**src/rtl/bcd_pkg.sv**
```systemverilog
// Shared BCD definitions: digit width, digit type, sequencer states and the
// nines-complement helper used for subtraction.
package bcd_pkg;

    localparam int BCD_DIGIT_W = 4;

    typedef logic [BCD_DIGIT_W-1:0] digit_t;

    typedef enum logic [1:0] {
        IDLE = 2'd0,
        BUSY = 2'd1,
        DONE = 2'd2
    } state_t;

    function automatic digit_t nines_comp(input digit_t d);
        return digit_t'(4'd9 - d);
    endfunction

endpackage

```
**src/rtl/bcd_digit_step.sv**
```systemverilog
// One decimal digit of addition: digit = (a + b + cin) mod 10, cout on overflow.
module bcd_digit_step
    import bcd_pkg::*;
(
    input  digit_t a,
    input  digit_t b,
    input  logic   cin,
    output digit_t digit,
    output logic   cout
);

    logic [4:0] t;

    always_comb begin
        t = {1'b0, a} + {1'b0, b} + {4'b0000, cin};
        if (t > 5'd9) begin
            digit = digit_t'(t - 5'd10);
            cout  = 1'b1;
        end else begin
            digit = t[3:0];
            cout  = 1'b0;
        end
    end

endmodule

```
**src/rtl/bcd_serial_adder.sv**
```systemverilog
// Digit-serial BCD adder/subtractor, one digit per cycle, LSD first.
// Optional non-BCD input detection is compiled in with BCD_INVALID_DETECT_EN.
module bcd_serial_adder
    import bcd_pkg::*;
#(
    parameter int DIGITS = 4
) (
    input  logic                          clk,
    input  logic                          rst,
    input  logic                          in_valid,
    output logic                          in_ready,
    input  logic [BCD_DIGIT_W*DIGITS-1:0] a,
    input  logic [BCD_DIGIT_W*DIGITS-1:0] b,
    input  logic                          sub,
    input  logic                          cin,
    output logic                          out_valid,
    input  logic                          out_ready,
    output logic [BCD_DIGIT_W*DIGITS-1:0] sum,
    output logic                          cout,
    output logic                          invalid
);

    localparam int W     = BCD_DIGIT_W * DIGITS;
    localparam int IDX_W = (DIGITS > 1) ? $clog2(DIGITS) : 1;
    localparam logic [IDX_W-1:0] LAST = IDX_W'(DIGITS - 1);

    state_t           state, state_nxt;
    logic [W-1:0]     a_sh, b_sh, sum_r;
    logic             sub_r, carry, cout_r;
    logic [IDX_W-1:0] idx;
    logic             accept, last_digit;
    digit_t           b_dig, step_dig;
    logic             step_c;

    assign in_ready   = (state == IDLE) && !rst;
    assign accept     = in_valid && in_ready;
    assign last_digit = (state == BUSY) && (idx == LAST);
    assign out_valid  = (state == DONE);
    assign sum        = sum_r;
    assign cout       = cout_r;

    always_ff @(posedge clk) begin
        if (rst) state <= IDLE;
        else     state <= state_nxt;
    end

    always_comb begin
        state_nxt = state;
        case (state)
            IDLE:    if (accept)     state_nxt = BUSY;
            BUSY:    if (last_digit) state_nxt = DONE;
            DONE:    if (out_ready)  state_nxt = IDLE;
            default:                 state_nxt = IDLE;
        endcase
    end

    // Operands shift right so the current digit always sits in the low nibble.
    assign b_dig = sub_r ? nines_comp(b_sh[BCD_DIGIT_W-1:0]) : b_sh[BCD_DIGIT_W-1:0];

    bcd_digit_step u_step (
        .a     (a_sh[BCD_DIGIT_W-1:0]),
        .b     (b_dig),
        .cin   (carry),
        .digit (step_dig),
        .cout  (step_c)
    );

    always_ff @(posedge clk) begin
        if (rst) begin
            a_sh   <= '0;
            b_sh   <= '0;
            sum_r  <= '0;
            sub_r  <= 1'b0;
            carry  <= 1'b0;
            cout_r <= 1'b0;
            idx    <= '0;
        end else if (accept) begin
            a_sh   <= a;
            b_sh   <= b;
            sum_r  <= '0;
            sub_r  <= sub;
            // Subtraction is a + nines(b) + !borrow, giving ten's complement.
            carry  <= sub ? ~cin : cin;
            cout_r <= 1'b0;
            idx    <= '0;
        end else if (state == BUSY) begin
            a_sh  <= a_sh >> BCD_DIGIT_W;
            b_sh  <= b_sh >> BCD_DIGIT_W;
            carry <= step_c;
            sum_r[idx*BCD_DIGIT_W +: BCD_DIGIT_W] <= step_dig;
            idx   <= idx + 1'b1;
            if (idx == LAST) cout_r <= step_c;
        end
    end

`ifdef BCD_INVALID_DETECT_EN
    logic inv_pend, invalid_r;

    function automatic logic any_bad(input logic [W-1:0] v);
        logic bad;
        bad = 1'b0;
        for (int i = 0; i < DIGITS; i++)
            if (v[i*BCD_DIGIT_W +: BCD_DIGIT_W] > 4'd9) bad = 1'b1;
        return bad;
    endfunction

    always_ff @(posedge clk) begin
        if (rst) begin
            inv_pend  <= 1'b0;
            invalid_r <= 1'b0;
        end else if (accept) begin
            inv_pend  <= any_bad(a) || any_bad(b);
            invalid_r <= 1'b0;
        end else if (last_digit) begin
            invalid_r <= inv_pend;
        end
    end

    assign invalid = invalid_r;
`else
    assign invalid = 1'b0;
`endif

endmodule

```
**config.mk**
```make
export PLATFORM = sky130hd
export DESIGN_NAME = bcd_serial_adder
export DESIGN_NICKNAME = d
export VERILOG_FILES = /design/src/rtl/bcd_pkg.sv /design/src/rtl/bcd_digit_step.sv /design/src/rtl/bcd_serial_adder.sv
export SDC_FILE = /design/constraint.sdc
export NUM_CORES = 1
export LEC_CHECK = 0
export CAP_MARGIN = 25
export CELL_PAD_IN_SITES_DETAIL_PLACEMENT = 1
export CELL_PAD_IN_SITES_GLOBAL_PLACEMENT = 2
export CORE_MARGIN = 8
export CORE_UTILIZATION = 27
export CTS_BUF_LIST = sky130_fd_sc_hd__clkbuf_8
export CTS_CLUSTER_DIAMETER = 200
export DETAILED_ROUTE_END_ITERATION = 12
export PLACE_DENSITY = 0.85
export SYNTH_ARGS = -nofsm -noshare
export SYNTH_HDL_FRONTEND = slang
export SYNTH_SLANG_ARGS = --single-unit
```
**constraint.sdc**
```tcl
create_clock -name clk -period 2.7 [get_ports clk]
set_clock_uncertainty 0.1 [all_clocks]
set_input_delay 0.27 -clock clk [delete_from_list [all_inputs] [get_ports clk]]
set_output_delay 0.27 -clock clk [all_outputs]
set_load 0.01 [all_outputs]
```
Word-level counts from Yosys, hierarchy flattened:

Index checks and enable logic that the tools add are counted.

* register bits after elaboration: 55
* bits of input ports: 38
* output and inout port bits: 20
* word-level logic and storage cells: 48

* add/subtract/negate cells: 6
* order comparisons: 1
* eq/ne operators: 6
* shift operators: 2
* muxes and demuxes: 15
* bitwise operators: 1
* reduce and logical (&&, ||, !) cells: 9

Operators with widths (count)
* two-way mux 16 bit: 4
* negation 4 -> 34 bit: 1
* variable shift 4 x 34 -> 16 bit (first input constant): 1
* indexed part select 4 x 34 -> 16 bit: 1
* bitwise mux 16 bit: 1
* two-way mux 4 bit: 2
* two-way mux 2 bit: 3
* case mux 2 bit (3 select lines): 1
* adder 4 x 4 -> 5 bit: 1
* adder 5 x 1 -> 5 bit: 1
* greater-than comparator 5 x 4 -> 1 bit (second input constant): 1
* equality test 2 bit (second input constant): 2
* two-way mux 1 bit: 4
* != test 2 bit (second input constant): 2
* subtractor 4 bit (first input constant): 1
* subtractor 4 bit (second input constant): 1
* logical AND 1 bit: 3
* AND reduction 3 bit: 1
* adder 2 x 1 -> 2 bit (second input constant): 1
* equality test 2 x 1 -> 1 bit (second input constant): 1
* logical NOT 2 bit: 1
* != test 2 x 1 -> 1 bit (second input constant): 1
* AND reduction 2 bit: 1
* nonzero test 2 bit: 1
* 3 further kinds: 3

Longest topological paths before layout:

Gate-level depths: netlist (run 1).

* depth in word-level cells: 8
* depth in mapped cells: 12
* mapped depth without buffers: 12

By module:

A second synthesis (run 1) with hierarchy kept.

* cell total of the unflattened synthesis: 325
* area total of the unflattened synthesis: 2776.4 um^2

By module, submodules not included
* bcd_serial_adder: instances 1, cells an instance 303, area each 2565.0 um^2, sequential area each 1101.1 um^2
* bcd_digit_step: instances 1, cells an instance 22, area each 211.5 um^2, sequential area each 0.0 um^2

Least setup slack after synthesis (run 1):

Ideal clock, no wire load.

* kind: register -> register
* start: reg sub_r
* end: reg sum_r[2] (netlist: sum[2])
* setup time: 61 ps
* data arrival time: 2722 ps
* data required time: 2539 ps
* setup slack: -183 ps
* stages on the path, launching flop included: 12
* path buffers: 0
* period minus slack after synthesis: 2883 ps
* cells stage by stage: dfxtp_1 xnor2_1 fa_1 inv_1 fa_1 xnor2_2 ha_1 a22o_1 or3b_4 nand2_2 mux2i_1 a32o_1

* cells in the longest elaborated chain, start to end: 7
* elaborated cells between the ends (all ways): 8
* those cells by class: add/sub (3); order compare (1); shift (1); mux (3)

Ends and longest elaborated chain
* start: declaration: RTL line bcd_serial_adder.sv:29 `logic sub_r, carry, cout_r;`
* start signal: assignment: RTL line bcd_serial_adder.sv:81 `sub_r <= sub;`
* two-way mux 4 bit (*): RTL line bcd_serial_adder.sv:58 `assign b_dig = sub_r ? nines_comp(b_sh[BCD_DIGIT_W-1:0]) : b_sh[BCD_DIGIT_W-1:0];`
* adder 4 x 4 -> 5 bit (*): RTL line bcd_digit_step.sv:15 `t = {1'b0, a} + {1'b0, b} + {4'b0000, cin};`
* adder 5 x 1 -> 5 bit (*): RTL line bcd_digit_step.sv:15
* subtractor 4 bit / greater-than comparator 5 x 4 -> 1 bit (equally long branches): RTL line bcd_digit_step.sv:17, bcd_digit_step.sv:16
* two-way mux 4 bit (*): RTL line bcd_digit_step.sv:16 `if (t > 5'd9) begin`
* indexed part select 4 x 34 -> 16 bit (*): RTL line bcd_serial_adder.sv:90 `sum_r[idx*BCD_DIGIT_W +: BCD_DIGIT_W] <= step_dig;`
* bitwise mux 16 bit (*): RTL line bcd_serial_adder.sv:90
* end signal: indexed assignment: RTL line bcd_serial_adder.sv:90
* end: declaration: RTL line bcd_serial_adder.sv:28 `logic [W-1:0] a_sh, b_sh, sum_r;`

Mark *: on every way between the ends. The rest lies on a longest branch, timed or not.
A chain may end at the register's enable or synchronous reset.

Worst setup path after layout (run 1):

* start: reg sub_r
* end: reg sum_r[10] (netlist: sum[10])

Same word-level chain as after synthesis.

==> results.py, run 1 <==
metrics = {
    "power": {
        "p_leak_nw": 1.22,
        "ir_worst_vdd_mv": 0.214,
        "powerDensity_nw_per_um2": 524,
    },
    "yosys": {
        "synthesis.nets": 341,
        "syn_inst": 290,
        "avgSynthCellArea_um2": 8.49,
        "syn_area_um2": 2460,
        "yosys.area_share.adder": 0.0722,
        "synth.top_cell.area_share": 0.447,
        "synthMuxAreaShare": 0.00407,
        "synth_top_family_by_area": "compound AO/OA/AOI/OAI gates",
        "yosys.area_share.simple": 0.170,
        "synth.most_common_cell": "dfxtp_1",
        "seq_area_frac_synth": 0.447,
        "ys_top_cells_by_area": "dfxtp_1, a21oi_1, a22oi_1",
        "ys_ff_latch": 55,
        "ys.flop_type": "dfxtp_1",
        "synth_common_cells": "dfxtp_1, nand2_1, a21oi_1",
        "yosys.area_share.xor_xnor": 0.0208,
        "synth-compound-area-share": 0.242,
        "synth-edff-count": 0,
        "async_flop_share": 0,
        "synth_cell_type_count": 33,
        "synth_largest_area_cell": "dfxtp_1",
        "yosys_warnings": 0,
    },
    "finish": {
        "antenna_cells": 0,
        "fin_nets": 406,
        "area_growth_pct": 38.8,
        "drive_gt1_frac": 0.129,
    },
    "grt": {
        "grt_use_total": 0.117,
        "overflow": 0,
        "grt_max_degree": 38,
        "antenna_found_initial": 0,
        "grt_pass1_wl_um": 12200,
        "grt_pass1_vias": 2507,
    },
    "sta": {
        "max_freq_ghz": 0.344,
        "final.period_utilization": 1.08,
        "whs_ns": 0.361,
        "slew_violations": 0,
        "tightestPinTransition_ns": 0.790,
        "hold_viol_final": 0,
        "setup_slack_ns": -0.206,
        "fin_crit_ns": 2.91,
        "slew_headroom": 0.468,
        "finalSetupViolations": 14,
        "rsz0062_at_grt": "true",
    },
    "drt": {
        "post-route-drc-count": 0,
        "drt-total-wl_um": 7410,
        "vias_per_cell": 4.93,
        "initialDrtViolationCount": 46,
        "vias": 2301,
        "drtPass1Iterations": 4,
        "antenna_left": 0,
        "wire_per_inst_um": 15.9,
    },
    "min_path": {
        "min_path_type": "register to register",
    },
    "run_status": {
        "violations": "setup timing",
        "status": "finished with violations",
    },
    "clocking": {
        "cts_root_buf": "clkbuf_8",
        "cts_buffer_depth": 2,
        "cts_hold_buf": 0,
        "clk_pin_slew_ns": 0.11,
        "cts_num_sinks": 55,
        "clkLatencyLatePin_ns": 0.31,
        "h-tree-depth": 2,
        "cts_buffers": 5,
        "cts_tree": "built",
    },
    "placed_design": {
        "dpl.hpwl_um": 5700,
        "port_buffers": 56,
        "place.gp.congestion": 0.783,
        "pre_cts_slack_ns": -0.203,
    },
    "floorplan": {
        "die_w_um": 111,
        "core-area_um2": 9020,
        "num_rows": 35,
        "ios": 58,
        "initial_core_util": 0.273,
        "die_h_um": 111,
        "fp.dieArea_um2": 12400,
    },
    "setup_path": {
        "crit_fanout": 4,
        "crit_type": "register to register",
        "cp-start-kind": "register",
        "endpoint_kind": "register",
        "cp_data_arrival_time_ns": 3.06,
        "worst_ep_required_time_ns": 2.85,
    },
    "run": {
        "cap_violations": 0,
    },
}
==> logic make-up after synthesis <==
kind of cell,count (synthesis)
simple gates,93
other cells,1
compound gates,95
buf+inv,27
flops,55
xor+xnor,5
mux,1
fa+ha+maj,13
==> state kept, by name, summed over array words and instances (netlist names) <==
name	flops
cout	1
b_sh	16
a_sh	16
carry	1
state	2
idx	2
sub_r	1
sum	16
==> placed cells by master (no fill, tap or decap), types with 3 or more instances in the layout <==
cell type         n
dfxtp_1          53
nor2_1           13
clkbuf_8          5
nand2b_1          4
xnor2_1           3
a22o_1            5
a32o_1            4
o21ai_1           3
nand3_1           9
a22oi_1          28
inv_1             8
ha_1             10
a21oi_1          48
nand2_1          51
clkdlybuf4s50_1  56
buf_4            19
==> cell type report <==
cell class / count / area (um2)
clock inverter: 3 / 47.5
inverter: 10 / 37.5
sequential: 55 / 1110
fill: 1077 / 5600
clock buffer: 5 / 68.8
multi-input combinational: 208 / 1320
tap: 111 / 139
timing repair buffer: 75 / 703
==> power breakdown <==
| part | internal, mW | switching, mW | leakage, nW | total [mW] |
|---|---|---|---|---|
| Combinational | 0.181 | 0.179 | 0.709 | 0.361 |
| Clock | 0.282 | 0.288 | 0.0587 | 0.570 |
| Sequential | 0.839 | 0.0196 | 0.448 | 0.859 |
==> critical path, stage by stage, from the launching register on <==
cell and delay [ns]:
dfxtp_4 0.37, xnor2_2 0.17, fa_2 0.24, inv_2 0.04, fa_2 0.54, inv_2 0.05
ha_4 0.15, a22o_1 0.22, or3b_4 0.41, nand2_4 0.10, mux2i_4 0.27, a32o_1 0.19
==> timing repair <==
action	in CTS	in global routing
resized for setup	3	0
pin swaps	1	2
buffers inserted	2	1
setup endpoints to repair	10	14
==> final timing paths <==
kind / start / end / slack, ns / cells after the start
max reg2reg: sub_r / sum[10] / -0.21 / 11
min: b_sh[7] / b_sh[7] / 0.36 / 2
max: sub_r / sum[10] / -0.21 / 11
min reg2reg: b_sh[7] / b_sh[7] / 0.36 / 2
==> through the flow <==
step	cells	setup TNS, ns	cell area [um2]	util	total power, mW
finish	467	-1.68	3420	0.379	1.79
global route	467	-3.18	3420	0.379	1.88
CTS	466	-1.54	3410	0.378	1.81
detailed placement	456	-1.41	3270	0.363	1.22
global placement	456	-0.600	3270	0.363	1.21
floorplan	290	-0.353	2510	-	1.07
==> layer usage <==
layer | wire length (um) | GRT usage | part of all wire
met4 | 58 | 0.0276 | 0.0078
met5 | 0 | 0 | 0
met3 | 434 | 0.0387 | 0.059
met1 | 3280 | 0.132 | 0.44
met2 | 3640 | 0.207 | 0.49
Note: power is estimated with default switching activity, not from simulation.
==> run 2: changes to the inputs <==
--- a/config.mk
+++ b/config.mk
@@ -14,6 +14,7 @@
 export CTS_CLUSTER_DIAMETER = 200
 export DETAILED_ROUTE_END_ITERATION = 12
 export PLACE_DENSITY = 0.85
+export SKIP_CTS_REPAIR_TIMING = 1
 export SYNTH_ARGS = -nofsm -noshare
 export SYNTH_HDL_FRONTEND = slang
 export SYNTH_SLANG_ARGS = --single-unit
==> results.py, run 2 (synthesis results as in run 1) <==
metrics = {
    "setup_path": {
        "crit_fanout": 4,
        "endpoint_kind": "register",
        "worst_ep_required_time_ns": 2.86,
        "crit_type": "register to register",
        "max_stage_delay_ns": 0.54,
        "cp-start-kind": "register",
        "crit_chain": "xnor2_2 > fa_2 > inv_2 > fa_2 > inv_2 > ha_4 > a22o_1 > or3b_4 > nand2_4 > mux2i_4 > a32o_1",
        "cp_data_arrival_time_ns": 3.08,
        "crit_slowest_cell": "fa_2",
    },
    "placed_design": {
        "dpl.hpwl_um": 5700,
        "place.gp.congestion": 0.783,
        "pre_cts_slack_ns": -0.203,
        "port_buffers": 56,
    },
    "run_status": {
        "violations": "setup timing",
        "status": "finished with violations",
    },
    "floorplan": {
        "fp.dieArea_um2": 12400,
        "num_rows": 35,
        "ios": 58,
        "die_w_um": 111,
        "initial_core_util": 0.273,
        "core-area_um2": 9020,
        "die_h_um": 111,
    },
    "grt": {
        "antenna_found_initial": 0,
        "grt_pass1_vias": 2495,
        "grt_use_total": 0.116,
        "grt_max_degree": 38,
        "overflow": 0,
        "grt_pass1_wl_um": 12100,
    },
    "drt": {
        "drtPass1Iterations": 4,
        "post-route-drc-count": 0,
        "wire_per_inst_um": 15.9,
        "initialDrtViolationCount": 52,
        "drt-total-wl_um": 7450,
        "antenna_left": 0,
        "vias_per_cell": 4.92,
        "vias": 2299,
    },
    "finish": {
        "area_growth_pct": 39.4,
        "final_cell_mix": "clkdlybuf4s50_1, dfxtp_1, nand2_1",
        "fin_nets": 406,
        "drive_gt1_frac": 0.135,
        "nFillCells": 1071,
        "antenna_cells": 0,
        "final_common_cell": "clkdlybuf4s50_1",
    },
    "clocking": {
        "cts_root_buf": "clkbuf_8",
        "h-tree-depth": 2,
        "cts_tree": "built",
        "clkLatencyLatePin_ns": 0.32,
        "cts_buffer_depth": 2,
        "clk_pin_slew_ns": 0.11,
        "cts_num_sinks": 55,
        "cts_buffers": 5,
    },
    "sta": {
        "slew_headroom": 0.466,
        "final.period_utilization": 1.08,
        "rsz0062_at_grt": "true",
        "whs_ns": 0.361,
        "max_freq_ghz": 0.343,
        "hold_viol_final": 0,
        "finalSetupViolations": 14,
        "tightestPinTransition_ns": 0.794,
        "setup_slack_ns": -0.218,
        "slew_violations": 0,
        "fin_crit_ns": 2.92,
    },
    "power": {
        "powerDensity_nw_per_um2": 524,
        "total_power_mw": 1.80,
        "p_leak_nw": 1.22,
        "ir_worst_vdd_mv": 0.215,
    },
    "run": {
        "cap_violations": 0,
    },
    "min_path": {
        "min_path_type": "register to register",
    },
}
[run 2: metrics by stage]
stage	cell area [um2]	std cells	utilization	TNS (ns)
2_1_floorplan	2510	290	-	-0.353
3_3_place_gp	3270	456	0.363	-0.600
3_5_place_dp	3270	456	0.363	-1.41
4_1_cts	3390	464	0.375	-1.84
5_1_grt	3430	467	0.380	-3.22
6_report	3430	467	0.380	-1.68
[run 2: power breakdown]
group | total, mW | switching, mW | internal, mW
Sequential | 0.859 | 0.0196 | 0.839
Combinational | 0.364 | 0.182 | 0.182
Clock | 0.574 | 0.292 | 0.282
Total | 1.80 | 0.494 | 1.30
[run 2: area by class of cell]
type / count / area [um2] / share of cell area
Sequential cell: 55 / 1110 / 0.322
Multi-Input combinational cell: 208 / 1330 / 0.388
Clock inverter: 3 / 47.5 / 0.0139
Clock buffer: 5 / 68.8 / 0.0201
Inverter: 10 / 37.5 / 0.0109
Timing Repair Buffer: 75 / 703 / 0.205
Tap cell: 111 / 139 / 0.0405
[run 2: path summary, 6_finish.rpt]
check / startpoint / end / slack, ns / cells past startpoint
max: sub_r / sum[10] / -0.22 / 11
min reg2reg: b_sh[7] / b_sh[7] / 0.36 / 2
max reg2reg: sub_r / sum[10] / -0.22 / 11
min: b_sh[7] / b_sh[7] / 0.36 / 2
[run 2: critical path: cells and delay by family (launching register included)]
family / cells / cell delay (ns)
buffers and inverters: 2 / 0.09
XOR/XNOR: 1 / 0.17
AO/OA/AOI/OAI: 2 / 0.41
adder cells (fa/ha/maj): 3 / 0.93
flip-flops: 1 / 0.37
multiplexers: 1 / 0.27
AND/OR/NAND/NOR: 2 / 0.53
[run 2: per-layer routing]
layer / vias to the layer above / GRT usage / wire length [um]
li1: 1147 / - / -
met1: 1091 / 0.133 / 3270
met2: 53 / 0.203 / 3680
met3: 8 / 0.0387 / 416
met4: 0 / 0.0276 / 80
met5: - / 0 / 0
==> RTL change: new RTL, config.mk and constraints of run 1 <==
Change the parameter `DIGITS` from 4 to 16.
--- a/src/rtl/bcd_serial_adder.sv
+++ b/src/rtl/bcd_serial_adder.sv
@@ -4,5 +4,5 @@
     import bcd_pkg::*;
 #(
-    parameter int DIGITS = 4
+    parameter int DIGITS = 16
 ) (
     input  logic                          clk,
Ports: changed (resized a, b and sum); port bits go from 58 to 202. No check against the original RTL was run, so the function may have changed too.
==> RTL change against run 1 <==
  * Highest routed layer is now met5
  * Sequential cell count rose by 146
  * Wire length grew to 3.8 times the old value
  * Synthesized area rose to 3.3 times the old value
  * Design area increased to 3.4 times the old value
  * Total power rose to 4.1 times the old value
  * Worst setup slack got worse by 0.049 ns
  * The run still ends with setup timing left
  * Critical path depth shrank 1
  * Cell count grew to 3.3 times the old value
==> RTL change: results (changes against run 1) <==
- Result of the run: finished with violations (unchanged).
- Violations in the final reports: setup timing (unchanged).
- The number of nets in the final layout is 1277 (was 406).
- The global placer's final weighted congestion is 0.7334 (was 0.7830).
- The number of nets in the synthesized netlist is 1070 (was 341).
- The xor and xnor fraction of the mapped netlist area was 1.158% (was 2.083%).
- The worst-case vdd ir drop is 0.3214 mV (was 0.2138 mV).
- The global routing usage summed across all routing layers is 14.76% (was 11.71%).
- The number of I/O port buffers came to 200 (was 56).
- The number of global-route vias before repair is 8072 (was 2507).
- The adder and majority gate portion of the synthesized area was 2.193% (was 7.215%).
- The hold path depth is 3 (was 2).
- The critical-path cell with the highest stage delay was sky130_fd_sc_hd__mux2_4 (was sky130_fd_sc_hd__fa_2).
- The final-report setup violation count is 50 (was 14).
- The share of cell area taken by muxes after synthesis is 1.066% (was 0.4065%).
- The number of iterations in the first detailed-routing pass is 5 (was 4).
- The initial DRC count is 368 (was 46).
- The highest net fanout along the worst path is 6 (was 4).
- The total clock buffers created by CTS came to 38 (was 5).
- The number of antenna violations at the first check in global routing is 3 (was 0).
- The sequential-to-total area share from yosys stat is 49.68% (was 44.72%).
- The end point of the worst hold path is b_sh[62] (was b_sh[7]).
- The area fraction in compound gates after synthesis is 27.28% (was 24.19%).
- The clock transition time at the flip-flop clock pins of the worst setup and hold paths is 0.05 ns (was 0.11 ns).
- The data arrival time of the critical path is 3.28 ns (was 3.06 ns).
- The ratio of cells with drive above 1 in the final layout is 13.17% (was 12.92%).
- The maximum number of pins on one net before global-route repair was 96 (was 38).
- The final worst setup slack is -0.2551 ns (was -0.2063 ns).
- The path type of the worst min-delay path is primary input to register (was register to register).
-- RTL change: what timing repair did --
| item | 4_1_cts | 5_1_grt |
|---|---|---|
| resized for setup | 36 | 23 |
| pin swaps | 23 | 8 |
| setup buffers | 3 | 3 |
| setup endpoints to repair | 49 | 50 |
| cloned | 3 | 0 |
-- RTL change: layer usage --
metal  wire [µm]  track usage [%]
met3        2322            5.316
met2       13170            23.92
met5          36                0
met4         640            4.841
met1       11810            17.96
-- RTL change: kinds of logic (layout without fill, tap and decap cells) --
group / count (synthesis) / count (layout)
compound gates: 336 / 336
xor+xnor: 9 / 10
fa+ha+maj: 13 / 13
buf+inv: 87 / 316
flops: 201 / 201
mux: 8 / 9
other cells: 1 / 1
simple gates: 268 / 268
-- RTL change: how the worst max path moves through the flow --
| stage | start | endpoint | slack, ns | cells past startpoint |
|---|---|---|---|---|
| after floorplan | sub_r | sum[54] | -0.24 | 10 |
| after global placement | sub_r | sum[37] | -0.22 | 11 |
| after detailed placement | sub_r | sum[21] | -0.30 | 11 |
| after CTS | sub_r | sum[38] | -0.21 | 10 |
| after global routing | b_sh[0] | sum[58] | -0.36 | 10 |
| final | b_sh[0] | sum[38] | -0.26 | 10 |
-- RTL change: cell type report --
type                       count  area (µm²)
multi-input combinational    637        4050
sequential                   201        4030
clock buffer                  44       605.6
tap                          390       488.0
inverter                      13       48.80
clock inverter                20       133.9
timing repair buffer         239        2360
fill                        3422       17840
-- RTL change: worst reg2reg max path, cell delays in order, from the launching register on --
cell and delay [ns]:
sky130_fd_sc_hd__dfxtp_2 0.33, sky130_fd_sc_hd__xnor2_2 0.13, sky130_fd_sc_hd__fa_2 0.37, sky130_fd_sc_hd__fa_2 0.40
sky130_fd_sc_hd__xor2_4 0.22, sky130_fd_sc_hd__ha_2 0.24, sky130_fd_sc_hd__inv_2 0.05, sky130_fd_sc_hd__o21ai_2 0.16
sky130_fd_sc_hd__a41oi_4 0.19, sky130_fd_sc_hd__mux2_4 0.41, sky130_fd_sc_hd__o31ai_2 0.26
-- RTL change: stage by stage --
step / power [mW] / instances / setup WS, ns
after floorplan: 3.782 / 923 / -0.2396
after global placement: 4.230 / 1471 / -0.2177
after detailed placement: 4.255 / 1471 / -0.3049
after CTS: 7.339 / 1541 / -0.2096
after global routing: 7.608 / 1544 / -0.3602
final: 7.277 / 1544 / -0.2551
-- RTL change: report_power, final --
group / switching (mW) / internal (mW)
Clock: 1.27 / 1.66
Sequential: 0.0663 / 3.09
Combinational: 0.667 / 0.523
